### src/rtl/fadd_tree_packer.sv
// fadd_tree_packer: serialises scalar elements into SHAPE_K-lane vectors for the fadd_tree
// reduction tree. The control tags and rounding mode are captured with the first element of each
// vector and travel with it. An element flagged elem_last_i closes the vector early; the unused
// upper lanes are zero-filled (+0.0) so the tree sums only real lanes.
//
// Build option:
//   FADD_PACK_DBUF_EN  when defined, two ping-pong vector buffers let gathering continue while
//                      the other buffer waits for the downstream handshake. When undefined, a
//                      single buffer alternates between gathering and holding.
//
// Ports:
//   clk, rst_n                      clock, asynchronous active-low reset
//   elem_i/elem_last_i              input scalar and early-close flag
//   elem_valid_i/elem_ready_o       input handshake
//   rm_i, ctrl_*_i                  tags, sampled with the first element of a vector
//   data_o                          packed vector, lane j at [(j+1)*ELEMENT_WIDTH-1 -: ELEMENT_WIDTH]
//   lane_cnt_o                      number of real lanes in data_o (1..SHAPE_K)
//   out_valid_o/out_ready_i         output handshake (connects to the tree's input port)
//   rm_o, ctrl_*_o                  tags of the presented vector
module fadd_tree_packer #(
    parameter int unsigned SHAPE_K       = 8,
    parameter int unsigned ELEMENT_WIDTH = 9,
    parameter int unsigned CTRL_C_WIDTH  = 16,
    parameter int unsigned DEPTH_WARP    = 4
) (
    input  logic                               clk,
    input  logic                               rst_n,
    input  logic [ELEMENT_WIDTH-1:0]           elem_i,
    input  logic                               elem_last_i,
    input  logic                               elem_valid_i,
    output logic                               elem_ready_o,
    input  logic [2:0]                         rm_i,
    input  logic [CTRL_C_WIDTH-1:0]            ctrl_c_i,
    input  logic [2:0]                         ctrl_rm_i,
    input  logic [7:0]                         ctrl_reg_idxw_i,
    input  logic [DEPTH_WARP-1:0]              ctrl_warpid_i,
    output logic [SHAPE_K*ELEMENT_WIDTH-1:0]   data_o,
    output logic [$clog2(SHAPE_K+1)-1:0]       lane_cnt_o,
    output logic                               out_valid_o,
    input  logic                               out_ready_i,
    output logic [2:0]                         rm_o,
    output logic [CTRL_C_WIDTH-1:0]            ctrl_c_o,
    output logic [2:0]                         ctrl_rm_o,
    output logic [7:0]                         ctrl_reg_idxw_o,
    output logic [DEPTH_WARP-1:0]              ctrl_warpid_o
);

    localparam int unsigned CntW = $clog2(SHAPE_K);
    localparam int unsigned LcW  = $clog2(SHAPE_K + 1);
`ifdef FADD_PACK_DBUF_EN
    localparam int unsigned NumBuf = 2;
`else
    localparam int unsigned NumBuf = 1;
`endif

    // Each buffer is either being filled or holding a closed vector for the tree.
    typedef enum logic {
        StGather = 1'b0,
        StHold   = 1'b1
    } buf_state_e;

    buf_state_e                 state_q [NumBuf];
    buf_state_e                 state_d [NumBuf];
    logic [ELEMENT_WIDTH-1:0]   lane_q  [NumBuf][SHAPE_K];
    logic [ELEMENT_WIDTH-1:0]   lane_d  [NumBuf][SHAPE_K];
    logic [LcW-1:0]             lcnt_q  [NumBuf];
    logic [LcW-1:0]             lcnt_d  [NumBuf];
    logic [2:0]                 rm_q    [NumBuf];
    logic [2:0]                 rm_d    [NumBuf];
    logic [CTRL_C_WIDTH-1:0]    cc_q    [NumBuf];
    logic [CTRL_C_WIDTH-1:0]    cc_d    [NumBuf];
    logic [2:0]                 crm_q   [NumBuf];
    logic [2:0]                 crm_d   [NumBuf];
    logic [7:0]                 idxw_q  [NumBuf];
    logic [7:0]                 idxw_d  [NumBuf];
    logic [DEPTH_WARP-1:0]      wid_q   [NumBuf];
    logic [DEPTH_WARP-1:0]      wid_d   [NumBuf];

    logic [CntW-1:0] cnt_q, cnt_d;
    // Write/read buffer selectors; both stay at 0 in the single-buffer build.
    logic            wr_sel_q, wr_sel_d;
    logic            rd_sel_q, rd_sel_d;

    logic accept;
    logic closing;
    logic handshake;

    // Ready depends only on the registered state of the buffer being written; with ping-pong
    // ordering that buffer is busy exactly when every buffer holds a closed vector.
    assign elem_ready_o = (state_q[wr_sel_q] == StGather);
    assign out_valid_o  = (state_q[rd_sel_q] == StHold);
    assign accept       = elem_valid_i & elem_ready_o;
    assign closing      = accept & (elem_last_i | (cnt_q == CntW'(SHAPE_K - 1)));
    assign handshake    = out_valid_o & out_ready_i;

    always_comb begin
        state_d  = state_q;
        lane_d   = lane_q;
        lcnt_d   = lcnt_q;
        rm_d     = rm_q;
        cc_d     = cc_q;
        crm_d    = crm_q;
        idxw_d   = idxw_q;
        wid_d    = wid_q;
        cnt_d    = cnt_q;
        wr_sel_d = wr_sel_q;
        rd_sel_d = rd_sel_q;

        // The write and read buffers are never the same one when both events fire, because one
        // must be gathering and the other holding.
        if (accept) begin
            lane_d[wr_sel_q][cnt_q] = elem_i;
            if (cnt_q == '0) begin
                rm_d[wr_sel_q]   = rm_i;
                cc_d[wr_sel_q]   = ctrl_c_i;
                crm_d[wr_sel_q]  = ctrl_rm_i;
                idxw_d[wr_sel_q] = ctrl_reg_idxw_i;
                wid_d[wr_sel_q]  = ctrl_warpid_i;
            end
            if (closing) begin
                // Zero-fill lanes above the closing element so a short vector sums correctly.
                for (int j = 0; j < SHAPE_K; j++) begin
                    if (j > int'(cnt_q)) begin
                        lane_d[wr_sel_q][j] = '0;
                    end
                end
                lcnt_d[wr_sel_q]  = LcW'(cnt_q) + LcW'(1);
                state_d[wr_sel_q] = StHold;
                cnt_d             = '0;
`ifdef FADD_PACK_DBUF_EN
                wr_sel_d          = ~wr_sel_q;
`endif
            end else begin
                cnt_d = cnt_q + CntW'(1);
            end
        end

        if (handshake) begin
            state_d[rd_sel_q] = StGather;
            for (int j = 0; j < SHAPE_K; j++) begin
                lane_d[rd_sel_q][j] = '0;
            end
`ifdef FADD_PACK_DBUF_EN
            rd_sel_d = ~rd_sel_q;
`endif
        end
    end

    always_ff @(posedge clk or negedge rst_n) begin
        if (!rst_n) begin
            for (int b = 0; b < NumBuf; b++) begin
                state_q[b] <= StGather;
                lcnt_q[b]  <= '0;
                rm_q[b]    <= '0;
                cc_q[b]    <= '0;
                crm_q[b]   <= '0;
                idxw_q[b]  <= '0;
                wid_q[b]   <= '0;
                for (int j = 0; j < SHAPE_K; j++) begin
                    lane_q[b][j] <= '0;
                end
            end
            cnt_q    <= '0;
            wr_sel_q <= 1'b0;
            rd_sel_q <= 1'b0;
        end else begin
            state_q  <= state_d;
            lane_q   <= lane_d;
            lcnt_q   <= lcnt_d;
            rm_q     <= rm_d;
            cc_q     <= cc_d;
            crm_q    <= crm_d;
            idxw_q   <= idxw_d;
            wid_q    <= wid_d;
            cnt_q    <= cnt_d;
            wr_sel_q <= wr_sel_d;
            rd_sel_q <= rd_sel_d;
        end
    end

    // Outputs are gated by out_valid_o so a buffer that is still being filled never leaks
    // partial lanes or tags onto the tree interface.
    always_comb begin
        data_o          = '0;
        lane_cnt_o      = '0;
        rm_o            = '0;
        ctrl_c_o        = '0;
        ctrl_rm_o       = '0;
        ctrl_reg_idxw_o = '0;
        ctrl_warpid_o   = '0;
        if (out_valid_o) begin
            for (int j = 0; j < SHAPE_K; j++) begin
                data_o[j*ELEMENT_WIDTH +: ELEMENT_WIDTH] = lane_q[rd_sel_q][j];
            end
            lane_cnt_o      = lcnt_q[rd_sel_q];
            rm_o            = rm_q[rd_sel_q];
            ctrl_c_o        = cc_q[rd_sel_q];
            ctrl_rm_o       = crm_q[rd_sel_q];
            ctrl_reg_idxw_o = idxw_q[rd_sel_q];
            ctrl_warpid_o   = wid_q[rd_sel_q];
        end
    end

endmodule

### config.mk
export PLATFORM = sky130hd
export DESIGN_NAME = fadd_tree_packer
export DESIGN_NICKNAME = d
export VERILOG_FILES = /design/src/rtl/fadd_tree_packer.sv
export SDC_FILE = /design/constraint.sdc
export NUM_CORES = 1
export LEC_CHECK = 0
export CAP_MARGIN = 10
export CELL_PAD_IN_SITES_DETAIL_PLACEMENT = 0
export CELL_PAD_IN_SITES_GLOBAL_PLACEMENT = 2
export CORE_MARGIN = 10
export CORE_UTILIZATION = 30
export DETAILED_ROUTE_END_ITERATION = 8
export PLACE_DENSITY_LB_ADDON = 0.1
export SYNTH_ARGS = -nofsm -noshare
export SYNTH_HDL_FRONTEND = slang
export SYNTH_SLANG_ARGS = --single-unit
### constraint.sdc
create_clock -name clk -period 2.4 [get_ports clk]
set_input_delay 0.24 -clock clk [delete_from_list [all_inputs] [get_ports clk]]
set_output_delay 0.24 -clock clk [all_outputs]
set_load 0.05 [all_outputs]
# After elaboration in Yosys (flattened, before gate mapping)
# Cells that the tools add are included.
[totals] input_bits=48 romBits=0 reg_bits=114 ram_bits=0 latch_bits=0 out_inout_bits=112 mem_count=0
[op_classes] n_reduce_logical=7 bitwise_logic=6 div=0 n_eq_ne=1 muxes=24 n_shift=0 add_sub_neg=2 order_cmp=9 n_mul=0
[op_table] operator="$mux W72" count=3
[op_table] operator="$mux W63" count=2
[op_table] operator="$bwmux W72" count=1
[op_table] operator="$mux W54" count=1
[op_table] operator="$mux W45" count=1
[op_table] operator="$mux W36" count=1
[op_table] operator="$demux W9 S3" count=1
[op_table] operator="$mux W27" count=1
[op_table] operator="$mux W18" count=1
[op_table] operator="$mux W9" count=2
[op_table] operator="$mux W16" count=1
[op_table] operator="$gt A3 B3 Y1 const A" count=4
[op_table] operator="$mux W3" count=3
[op_table] operator="$mux W4" count=2
[op_table] operator="$mux W8" count=1
[op_table] operator="$gt A2 B3 Y1 const A" count=2
[op_table] operator="$reduce_and A2 Y1" count=3
[op_table] operator="$add A3 B1 Y4 const B" count=1
[op_table] operator="$ge A4 B4 Y1 const B" count=1
[op_table] operator="$lt A4 B1 Y1 const B" count=1
[op_table] operator="$not A3 Y4" count=1
[op_table] operator="$reduce_bool A2 Y1" count=2
[op_table] operator="$add A3 B1 Y3 const B" count=1
[op_table] operator="$and A1 B1 Y1" count=3
[op_table] operator="other kinds (7)" count=9

# Depth between registers and ports, before layout
# Gate-level depths: netlist of the first run.
[depth] ltp_word=16 depth_mapped=7 ltp_nobuf=6

# Least setup slack after synthesis of the first run
# OpenSTA, ideal clock, no wires.
[synth_path] path_kind="reg-to-reg" from="reg state_q" to="reg cc_q[14] (netlist bit)" path_stages_with_launch=6 path_buffers=2 setup_time_ns=0.125 t_required_ns=2.275 arrival_time_ns=1.858 setup_slack_ns=0.417 path_cell_list="dfrtp_1 nand2b_1 buf_2 nor3b_4 buf_6 mux2_2"
[synth_via] elab_chain_cells=3
[synth_lines] item="start, declared" line_no="62" source="buf_state_e state_q [NumBuf];"
[synth_lines] item="start signal, assigned by index" line_no="152" source="state_q[b] <= StGather;"
[synth_lines] item="start signal, assigned" line_no="167" source="state_q <= state_d;"
[synth_lines] item="$not A1 Y1" line_no="90" source="assign elem_ready_o = (state_q[wr_sel_q] == StGather);"
[synth_lines] item="$and A1 B1 Y1" line_no="92" source="assign accept = elem_valid_i & elem_ready_o;"
[synth_lines] item="$reduce_and A2 Y1 (no source line)"
[synth_lines] item="end signal, assigned by index" line_no="155" source="cc_q[b] <= '0;"
[synth_lines] item="end signal, assigned" line_no="171" source="cc_q <= cc_d;"
[synth_lines] item="end, declared" line_no="70" source="logic [CTRL_C_WIDTH-1:0] cc_q [NumBuf];"
# Every way passes these cells.
# A chain may end at the register's enable or synchronous reset.

# Worst setup path after layout of the first run
[layout_path] from="reg cnt_q[0]" to="reg lane_q[24] (netlist bit)"
[layout_via] elab_chain_cells=14 elab_cells_between_ends=19 classes_between="order compare: 3; eq/ne: 1; mux: 11; bitwise: 3; reduce/logical: 1"
[layout_lines] item="start, declared" line_no="79" source="logic [CntW-1:0] cnt_q, cnt_d;"
[layout_lines] item="start signal, assigned" line_no="175" source="cnt_q <= cnt_d;"
[layout_lines] item="$not A3 Y4 (implied by the code)" line_no="112" source="lane_d[wr_sel_q][cnt_q] = elem_i;"
[layout_lines] item="$ge A4 B4 Y1 (implied by the code) / $lt A4 B1 Y1 (equally long branches)" line_no="112"
[layout_lines] item="$logic_and A1 B1 Y1 (implied by the code)" line_no="112"
[layout_lines] item="$mux W9 (implied by the code)" line_no="112"
[layout_lines] item="$demux W9 S3" line_no="112"
[layout_lines] item="$bwmux W72" line_no="112"
[layout_lines] item="$mux W63" line_no="123" source="if (j > int'(cnt_q)) begin"
[layout_lines] item="$mux W54" line_no="123"
[layout_lines] item="$mux W45" line_no="123"
[layout_lines] item="$mux W36" line_no="123"
[layout_lines] item="$mux W27" line_no="123"
[layout_lines] item="$mux W63 *" line_no="120" source="if (closing) begin"
[layout_lines] item="$mux W72 *" line_no="111" source="if (accept) begin"
[layout_lines] item="$mux W72 *" line_no="138" source="if (handshake) begin"
[layout_lines] item="end signal, assigned" line_no="168" source="lane_q <= lane_d;"
[layout_lines] item="end, declared" line_no="64" source="logic [ELEMENT_WIDTH-1:0] lane_q [NumBuf][SHAPE_K];"
# Every way passes the cells marked *; elsewhere a longest branch is shown, timed or not. The select of a mux whose other input is x is not followed.

==> out/summary.txt, run 1 <==
CTS root buf - clkbuf_16
Final Hold Fails - 0
Worst Slack Setup Final - 0.3349 ns
Area Growth Syn to Fin - 45.78%
placed insts - 797
Clock Tree Buf Depth - 2
post-cts resize count - 0
final hold slack - 0.3768 ns
Final min period - 2.065 ns
port bufs - 159
path depth of the worst reg2reg path - 6
antenna-violating nets left - 0
synth unique cells - 31
clock sinks - 114
TritonCTS clock tree - done
Die ar. - 22,850 µm²
Max Freq - 484.2 MHz
drt wl/cell - 18.78 µm
Vias/cell - 4.643
Setup Skew - 0.005615 ns
Worst EP required - 2.74 ns
Core Rows - 47
Leak - 0.003635 µW
R2R setup slack - 0.33 ns
Fill cells - 1,611
CTS H-tree lvls - 4
worst-margin pin slew - 0.7193 ns
Critical Path Sink Type - flop
Slew HR - 0.5173
outcome - finished clean
Post-Syn Nets - 485
synthesized cell area - 5160 µm²
I/O pin total - 160
DRC violations left - 0
layout cells sized above 1 - 0.3311
register area share after synthesis - 0.5529
Hold Path Class - primary input to asynchronous set/reset pin
Synth Instances - 433
Data arrival, critical path - 2.40 ns
post-place setup slack - 0.3154 ns
nets - 649
Die Height - 151.2 µm
Initial Util - 0.3090
final cell count without fillers - 831
setup_tns - 0 ns
Routability Congestion - 0.7614
Max Cap Viol - 0
worst-skew pair later-pin latency - 0.40 ns
Reg clk slew, reported paths - 0.05 ns
first-pass GRT wire length - 24,320 µm
CTS Buf Count - 17
top fanout value on the critical path - 9
final worst-path cycle share - 0.8605
unrepaired setup endpoints after global routing - no
type of origin of the critical path - flop
Final Slew Violations - 0
Die W - 151.2 µm
vias after detailed routing - 3,858
yosys warns - 0
Seq cells post-synth - 114
crit path kind - flop to flop
Global Route Usage Sum - 0.1396
vias in the first global route - 4,168
largest net degree at the start of global routing - 83
grt ovf - 0
Total Wirelength - 15,610 µm
Core Footprint - 16,700 µm²
1st-pass router iterations - 4
antenna violations before repair - 1
final setup violation count - 0
post-DP HPWL - 11,060 µm
Max VDD drop - 0.4668 mV
Avg Cell Area, Syn - 11.92 µm²
drt initial violations - 156
pwr/cell area - 999.4 nW/µm²
per-layer routing:
metal	wire length [µm]	vias up	track usage	share of wire
li1	-	1835	-	-
met1	6680	1897	0.1697	0.43
met2	7503	112	0.2210	0.48
met3	1205	14	0.05668	0.077
met4	218	0	0.04524	0.014
met5	0	-	0	0
per-stage QoR:
step	power (µW)	instance area (µm²)	util
after floorplan	4051	5160	-
after global placement	4748	6848	0.4100
after detailed placement	4793	6848	0.4100
after CTS	7629	7520	0.4503
after global routing	7915	7520	0.4503
final	7517	7522	0.4504
state kept, by name (all words and copies together), names as in the netlist:
register and count:
lane_q 72, wid_q 4, crm_q 3, lcnt_q 4, cnt_q 3, state_q 1
cc_q 16, rm_q 3, idxw_q 8
placed cells by master, fill, tap and decap left out, types with 2 or more instances in the layout:
master	synthesis	routed
a22o_1	64	64
and2_1	111	111
buf_12	0	10
buf_4	0	120
bufinv_16	0	5
clkbuf_16	0	17
clkbuf_8	0	4
clkdlybuf4s50_1	0	46
clkinv_2	0	4
dfrtp_1	114	113
ha_1	4	4
inv_1	3	3
mux2_1	5	5
mux2_2	32	32
mux2i_1	9	9
nand2_1	11	11
nand2b_1	3	3
nor2_1	18	18
nor2b_1	2	2
nor3_1	3	3
nor3_2	2	2
o21ai_0	7	7
o21ai_1	2	2
Yosys cell counts:
master    number  area (µm²)
o21a_1         1       7.510
nand2b_1       3       18.77
or2_1          1       6.260
o22ai_1        1       6.260
o21ai_1        2       10.01
o31ai_2        1       12.51
o21ai_2        1       8.760
mux2i_1        9       90.09
mux2_2        32       360.4
nor2_1        18       67.56
a22o_1        64       560.5
a31oi_2        1       12.51
buf_2          6       30.03
clkbuf_1      14       52.55
o221ai_1       1       8.760
nor3_2         2       20.02
dfrtp_1      114        2853
buf_1          9       33.78
nor2b_1        2       12.51
and2_1       111       694.4
mux2_1         5       56.30
nor3_1         3       15.01
nor3b_4        1       18.77
buf_6          3       33.78
nand2_1       11       41.29
ha_1           4       50.05
o211ai_2       1       12.51
nor3b_2        1       12.51
a211oi_1       1       7.510
inv_1          3       11.26
o21ai_0        7       35.03
cell families after synthesis:
kind of cell | synth area share
DFF | 0.5529
muxes | 0.09821
AOI/OAI and AO/OA | 0.1322
adders and majority gates | 0.009700
and+or+nand+nor | 0.1758
buffers and inverters | 0.03128
layout make-up:
class | instances | area (µm²) | area share
well taps | 220 | 275.3 | 0.03659
inverters | 3 | 11.26 | 0.001497
repair buffers | 177 | 1572 | 0.2089
multi-input cells | 284 | 2146 | 0.2853
diodes | 1 | 2.502 | 0.0003327
flip-flops and latches | 114 | 2854 | 0.3794
clock buffers | 22 | 484.2 | 0.06437
clock inverters | 10 | 177.7 | 0.02362
worst max-delay path, cell delays in order (launching register included):
cell     delay (ns)
dfrtp_1        0.38
ha_1           0.20
ha_1           0.21
nor2_1         0.40
nand2_1        0.12
a31oi_2        0.46
a22o_1         0.23
power breakdown:
group | leakage, µW | switching (µW) | internal, µW
clock network | 0.000326 | 846 | 1940
registers | 0.00149 | 206 | 2380
logic | 0.00182 | 1280 | 862
total | 0.00363 | 2330 | 5180
what timing repair did:
action                                 4_1_cts  5_1_grt
hold buffers                                 1        0
setup buffers                                0        0
endpoints found under the hold margin       43        0
worst paths after layout:
kind / start / end
max: cnt_q[0] / lane_q[24]
min: rst_n / idxw_q[2]
min reg2reg: lcnt_q[0] / lcnt_q[0]
max in group asynchronous: rst_n / wid_q[3]
max reg2reg: cnt_q[0] / lane_q[24]
min in group clk: out_ready_i / state_q
Power figures use the tool's default switching activity.
==> inputs of run 2 (changes only) <==
--- a/config.mk
+++ b/config.mk
@@ -12,6 +12,8 @@
 export CORE_UTILIZATION = 30
 export DETAILED_ROUTE_END_ITERATION = 8
 export PLACE_DENSITY_LB_ADDON = 0.1
+export SKIP_CTS_REPAIR_TIMING = 1
+export SLEW_MARGIN = 20
 export SYNTH_ARGS = -nofsm -noshare
 export SYNTH_HDL_FRONTEND = slang
 export SYNTH_SLANG_ARGS = --single-unit
==> run 2 against run 1 <==
  * Count of clock-buffer cells in the layout did not move
  * Sequential power barely moved
  * Routed wire length barely moved
  * Largest cell class unchanged
==> out/summary.txt, run 2 (synthesis results as in run 1) <==
Critical Path Sink Type - flop
Slew HR - 0.5174 (about the same)
post-DP HPWL - 11,060 µm (unchanged)
vias after detailed routing - 3,863 (+0.13%)
Worst Setup EP - lane_q[24]
setup_tns - 0 ns (unchanged)
CP top delay family - compound AO/OA/AOI/OAI gates
pwr/cell area - 999.4 nW/µm² (about the same)
Biggest register - lane_q
Core Footprint - 16,700 µm² (unchanged)
Largest regs - lane_q: 72 flops, cc_q: 16 flops, idxw_q: 8 flops
Reg-to-Reg End - lane_q[24]
first-pass GRT wire length - 24,300 µm (about the same)
clock sinks - 114 (unchanged)
final worst-path cycle share - 0.8602 (about the same)
worst-margin pin slew - 0.7190 ns (-0.0002201 ns)
antenna-violating nets left - 0 (unchanged)
Final Hold Fails - 0 (unchanged)
Vias/cell - 4.649 (+0.13%)
Core Rows - 47 (unchanged)
Worst EP required - 2.74 ns (about the same)
Routability Congestion - 0.7614 (unchanged)
cell count along the critical path - 6 (unchanged)
I/O pin total - 160 (unchanged)
TritonCTS clock tree - done
final setup violation count - 0 (unchanged)
Die W - 151.2 µm (unchanged)
Final min period - 2.064 ns (-0.0007070 ns)
Die ar. - 22,850 µm² (unchanged)
Data arrival, critical path - 2.40 ns (about the same)
Max Cap Viol - 0 (unchanged)
worst path cell trace - ha_1, ha_1, nor2_1, nand2_1, a31oi_2, a22o_1
layout cells sized above 1 - 0.3311 (unchanged)
crit path kind - flop to flop
slowest cell on the critical path - a31oi_2
top fanout value on the critical path - 9 (unchanged)
Max VDD drop - 0.4671 mV (about the same)
DRC violations left - 0 (unchanged)
unrepaired setup endpoints after global routing - no
max reg flops - 72 (unchanged)
CTS Buf Count - 17 (unchanged)
outcome - finished clean
drt initial violations - 159 (+1.9%)
port bufs - 159 (unchanged)
Max Freq - 484.4 MHz (about the same)
CTS H-tree lvls - 4 (unchanged)
register area - 2854 µm² (unchanged)
1st-pass router iterations - 4 (unchanged)
final hold slack - 0.3796 ns (+0.002728 ns)
most frequent cells in the layout - 120 x buf_4, 113 x dfrtp_1, 111 x and2_1
Fill cells - 1,612 (+0.062%)
Clock Tree Buf Depth - 2 (unchanged)
launch point of the worst path - cnt_q[0]
R2R setup slack - 0.34 ns (about the same)
Worst R2R Start - cnt_q[0]
max incr delay on CP - 0.46 ns (about the same)
nets - 649 (unchanged)
path depth of the worst reg2reg path - 6 (unchanged)
most frequent CP cell - ha_1
CTS root buf - clkbuf_16
Die Height - 151.2 µm (unchanged)
area taken by multi-input logic gates - 2146 µm² (unchanged)
most common cell after layout, fill and taps aside - buf_4
Hold Path Class - primary input to asynchronous set/reset pin
largest net degree at the start of global routing - 83 (unchanged)
Setup Skew - 0.004974 ns (-0.0006411 ns)
vias in the first global route - 4,171 (+0.072%)
Bufs and invs on worst path - 0 (unchanged)
Total Wirelength - 15,600 µm (about the same)
grt ovf - 0 (unchanged)
drt wl/cell - 18.77 µm (about the same)
worst-skew pair later-pin latency - 0.40 ns (about the same)
Initial Util - 0.3090 (unchanged)
antenna violations before repair - 1 (unchanged)
Final Slew Violations - 0 (unchanged)
Area Growth Syn to Fin - 45.78% (unchanged)
Reg clk slew, reported paths - 0.05 ns (about the same)
type of origin of the critical path - flop
Global Route Usage Sum - 0.1396 (about the same)
Leak - 0.003635 µW (unchanged)
run 2: cell counts in the layout (fill, tap and decap cells not counted):
Identical to the previous run, type by type.
run 2: routing by layer:
metal	global-route usage	vias up	wire length (µm)
li1	-	1837	-
met1	0.1692	1899	6653
met2	0.2215	112	7508
met3	0.05668	15	1217
met4	0.04524	0	222
met5	0	-	0
run 2: worst min-delay path by stage:
stage | startpoint | to | slack [ns] | depth (start not counted)
after floorplan | rst_n | cc_q[0] | -0.06 | 0
after global placement | rst_n | idxw_q[2] | 0.27 | 1
after detailed placement | rst_n | idxw_q[6] | 0.28 | 1
after CTS | rst_n | idxw_q[5] | -0.16 | 1
after global routing | rst_n | idxw_q[1] | 0.42 | 2
final | rst_n | idxw_q[2] | 0.38 | 2
run 2: power by group:
part	internal (µW)	leakage [µW]	total, µW	switching (µW)
Sequential	2380	0.00149	2590	206
Combinational	862	0.00182	2140	1280
Clock	1940	0.000326	2790	846
run 2: final cells by class:
type                            count  share of cell area
Timing Repair Buffer              177              0.2089
Sequential cell                   114              0.3794
Multi-Input combinational cell    284              0.2853
Tap cell                          220             0.03659
Clock buffer                       22             0.06437
Inverter                            3            0.001497
Clock inverter                     10             0.02362
Antenna cell                        1           0.0003327
run 2: per-stage QoR:
step	util	cells	power, µW	cell area, µm²	setup slack [ns]
CTS	0.4497	829	7627	7510	0.3144
global placement	0.4100	797	4748	6848	0.3428
finish	0.4504	831	7518	7522	0.3356
floorplan	-	433	4051	5160	0.4169
global route	0.4503	830	7915	7520	0.1317
detailed placement	0.4100	797	4793	6848	0.3154
==> inputs of run 3 (changes only) <==
--- a/config.mk
+++ b/config.mk
@@ -9,8 +9,9 @@
 export CELL_PAD_IN_SITES_DETAIL_PLACEMENT = 0
 export CELL_PAD_IN_SITES_GLOBAL_PLACEMENT = 2
 export CORE_MARGIN = 10
-export CORE_UTILIZATION = 30
+export CORE_UTILIZATION = 40
 export DETAILED_ROUTE_END_ITERATION = 8
+export DONT_BUFFER_PORTS = 1
 export PLACE_DENSITY_LB_ADDON = 0.1
 export SKIP_CTS_REPAIR_TIMING = 1
 export SLEW_MARGIN = 20
==> run 3 against run 2 <==
  * The run now ends with negative hold slack left
  * Power fell by 8.2%
  * Sequential cell count is the same
  * Largest power group is now sequential cells
  * Routed wire length fell by 11%
  * Count of clock-buffer cells in the layout grew 5
==> out/summary.txt, run 3 (synthesis results as in run 1) <==
outcome - finished, violations left
failing checks - negative hold slack
antenna violations before repair - 1 (unchanged)
Core Rows - 41 (-13%)
Total Wirelength - 13,870 µm (-11%)
final cell count without fillers - 665 (-20%)
Seq pwr share - 0.376 (+0.032)
port bufs - 0 (-100%)
drt wl/cell - 20.85 µm (+11%)
final worst-path cycle share - 0.8675 (+0.007341)
pwr/cell area - 1074 nW/µm² (+7.5%)
path depth of the worst reg2reg path - 7 (+1)
setup_tns - 0 ns (unchanged)
top fanout value on the critical path - 60 (+51)
fin area - 6427 µm² (-15%)
combinational group share of total power - 0.252 (-0.033)
Max Cap Viol - 0 (unchanged)
Internal Pwr Total - 4723 µW (-8.9%)
Largest regs - lane_q: 72 flops, cc_q: 16 flops, idxw_q: 8 flops
antenna-violating nets left - 0 (unchanged)
Leak - 0.002983 µW (-18%)
DRC violations left - 0 (unchanged)
post-DP HPWL - 9356 µm (-15%)
Biggest register - lane_q
Die W - 133.6 µm (-12%)
TritonCTS clock tree - done
Critical Path Sink Type - output port
Clock Tree Buf Depth - 2 (unchanged)
Area Growth Syn to Fin - 24.56%
Worst EP required - 2.16 ns (-0.58 ns)
Reg-to-Reg End - lane_q[22]
Max VDD drop - 0.6476 mV (+39%)
drt initial violations - 198 (+25%)
Initial Util - 0.4089 (+0.09992)
worst-skew pair later-pin latency - 0.41 ns (about the same)
final setup violation count - 0 (unchanged)
Die ar. - 17,840 µm² (-22%)
nets - 533 (-18%)
CTS H-tree lvls - 4 (unchanged)
1st-pass router iterations - 4 (unchanged)
CTS root buf - clkbuf_16
Reg clk slew, reported paths - 0.05 ns (about the same)
most frequent cells in the layout - 113 x dfrtp_1, 111 x and2_1, 64 x a22o_1
Final Hold Fails - 118 (+118)
Final Slew Violations - 0 (unchanged)
final hold slack - -0.4701 ns (-0.8497 ns)
Die Height - 133.6 µm (-12%)
Routability Congestion - 0.8016 (+5.3%)
Final min period - 2.082 ns (+0.01762 ns)
Psw - 2179 µW (-6.6%)
placed cell areas - 5366 µm² (-22%)
worst path cell trace - buf_4, and2_1
max reg flops - 72 (unchanged)
vias after detailed routing - 3,449 (-11%)
I/O pin total - 160 (unchanged)
Worst R2R Start - cnt_q[0]
Max Freq - 480.3 MHz (-0.85%)
crit path kind - flop to output port
slowest cell on the critical path - and2_1
layout cells sized above 1 - 0.1768 (-0.1543)
Vias/cell - 5.186 (+12%)
clock sinks - 114 (unchanged)
first-pass GRT wire length - 20,370 µm (-16%)
type of origin of the critical path - flop
placed insts - 590 (-26%)
Hold Path Class - primary input to asynchronous set/reset pin
R2R setup slack - 0.33 ns (about the same)
Setup Skew - 0.006224 ns (+0.001250 ns)
Slew HR - 0.5367 (+0.01931)
largest net degree at the start of global routing - 115 (+39%)
Switching Share - 0.3157 (+0.005329)
unrepaired setup endpoints after global routing - no
most common cell after layout, fill and taps aside - dfrtp_1
worst-margin pin slew - 0.6903 ns (-0.02877 ns)
Data arrival, critical path - 1.84 ns (-0.56 ns)
Core Footprint - 12,620 µm² (-24%)
grt ovf - 0 (unchanged)
Fill cells - 1,152 (-29%)
vias in the first global route - 3,411 (-18%)
max incr delay on CP - 0.56 ns (+0.10 ns)
Clk network pwr share - 0.372 (about the same)
CTS Buf Count - 17 (unchanged)
Global Route Usage Sum - 0.1490 (+0.009419)
## run 3: cell types whose count changed in the layout (fill, tap and decap cells not counted), sizes merged
cell / previous run / this run
buf: 130 / 17
clkdlybuf4s50: 46 / 0
dlygate4sd3: 1 / 44
clkbuf: 22 / 27
bufinv: 5 / 2
clkinv: 4 / 1
clkinvlp: 1 / 0
## run 3: cell type report
class                      count  area (µm²)  area share
antenna                        1       2.502   0.0003893
clock buffer                  27       553.0     0.08604
clock inverter                 3       65.06     0.01012
inverter                       3       11.26    0.001752
multi-input combinational    284        2146      0.3339
sequential                   114        2854      0.4440
tap                          172       215.2     0.03348
timing repair buffer          61       580.6     0.09033
## run 3: per-stage QoR
step | total power, µW | setup slack, ns | util
2_1_floorplan | 4051 | 0.4169 | -
5_1_grt | 7224 | 0.1831 | 0.5091
3_3_place_gp | 4266 | 0.4208 | 0.4252
6_report | 6903 | 0.3180 | 0.5093
4_1_cts | 6911 | 0.2589 | 0.4742
3_5_place_dp | 4309 | 0.3313 | 0.4252
## run 3: critical path, delay by kind of cell, from the launching register on
family | cells | cell delay [ns]
buffers and inverters | 1 | 0.47
DFF | 1 | 0.38
and+or+nand+nor | 1 | 0.56
## run 3: how the worst max path moves through the flow
stage / slack [ns] / startpoint / endpoint / cells after the start
final: 0.32 / state_q / lane_cnt_o[0] / 2
after detailed placement: 0.33 / cnt_q[0] / lane_q[22] / 7
after global routing: 0.18 / state_q / lane_cnt_o[0] / 2
after CTS: 0.26 / state_q / lane_cnt_o[0] / 2
after floorplan: 0.42 / state_q / cc_q[14] / 5
after global placement: 0.42 / cnt_q[0] / lane_q[25] / 7
## run 3: metal layers
metal	global-route usage	up-vias	share of wire
met5	0	-	0
met4	0.04353	0	0.0094
met3	0.07970	11	0.088
met2	0.2244	106	0.48
met1	0.1803	1725	0.43
li1	-	1607	-
## run 3: power by group through the flow
stage | clock network [µW] | registers (µW) | logic [µW]
after CTS | 2630 | 2600 | 1680
after global placement | 0 | 2600 | 1660
after global routing | 2710 | 2650 | 1860
after detailed placement | 0 | 2630 | 1680
final | 2560 | 2600 | 1740
after floorplan | 0 | 2550 | 1500
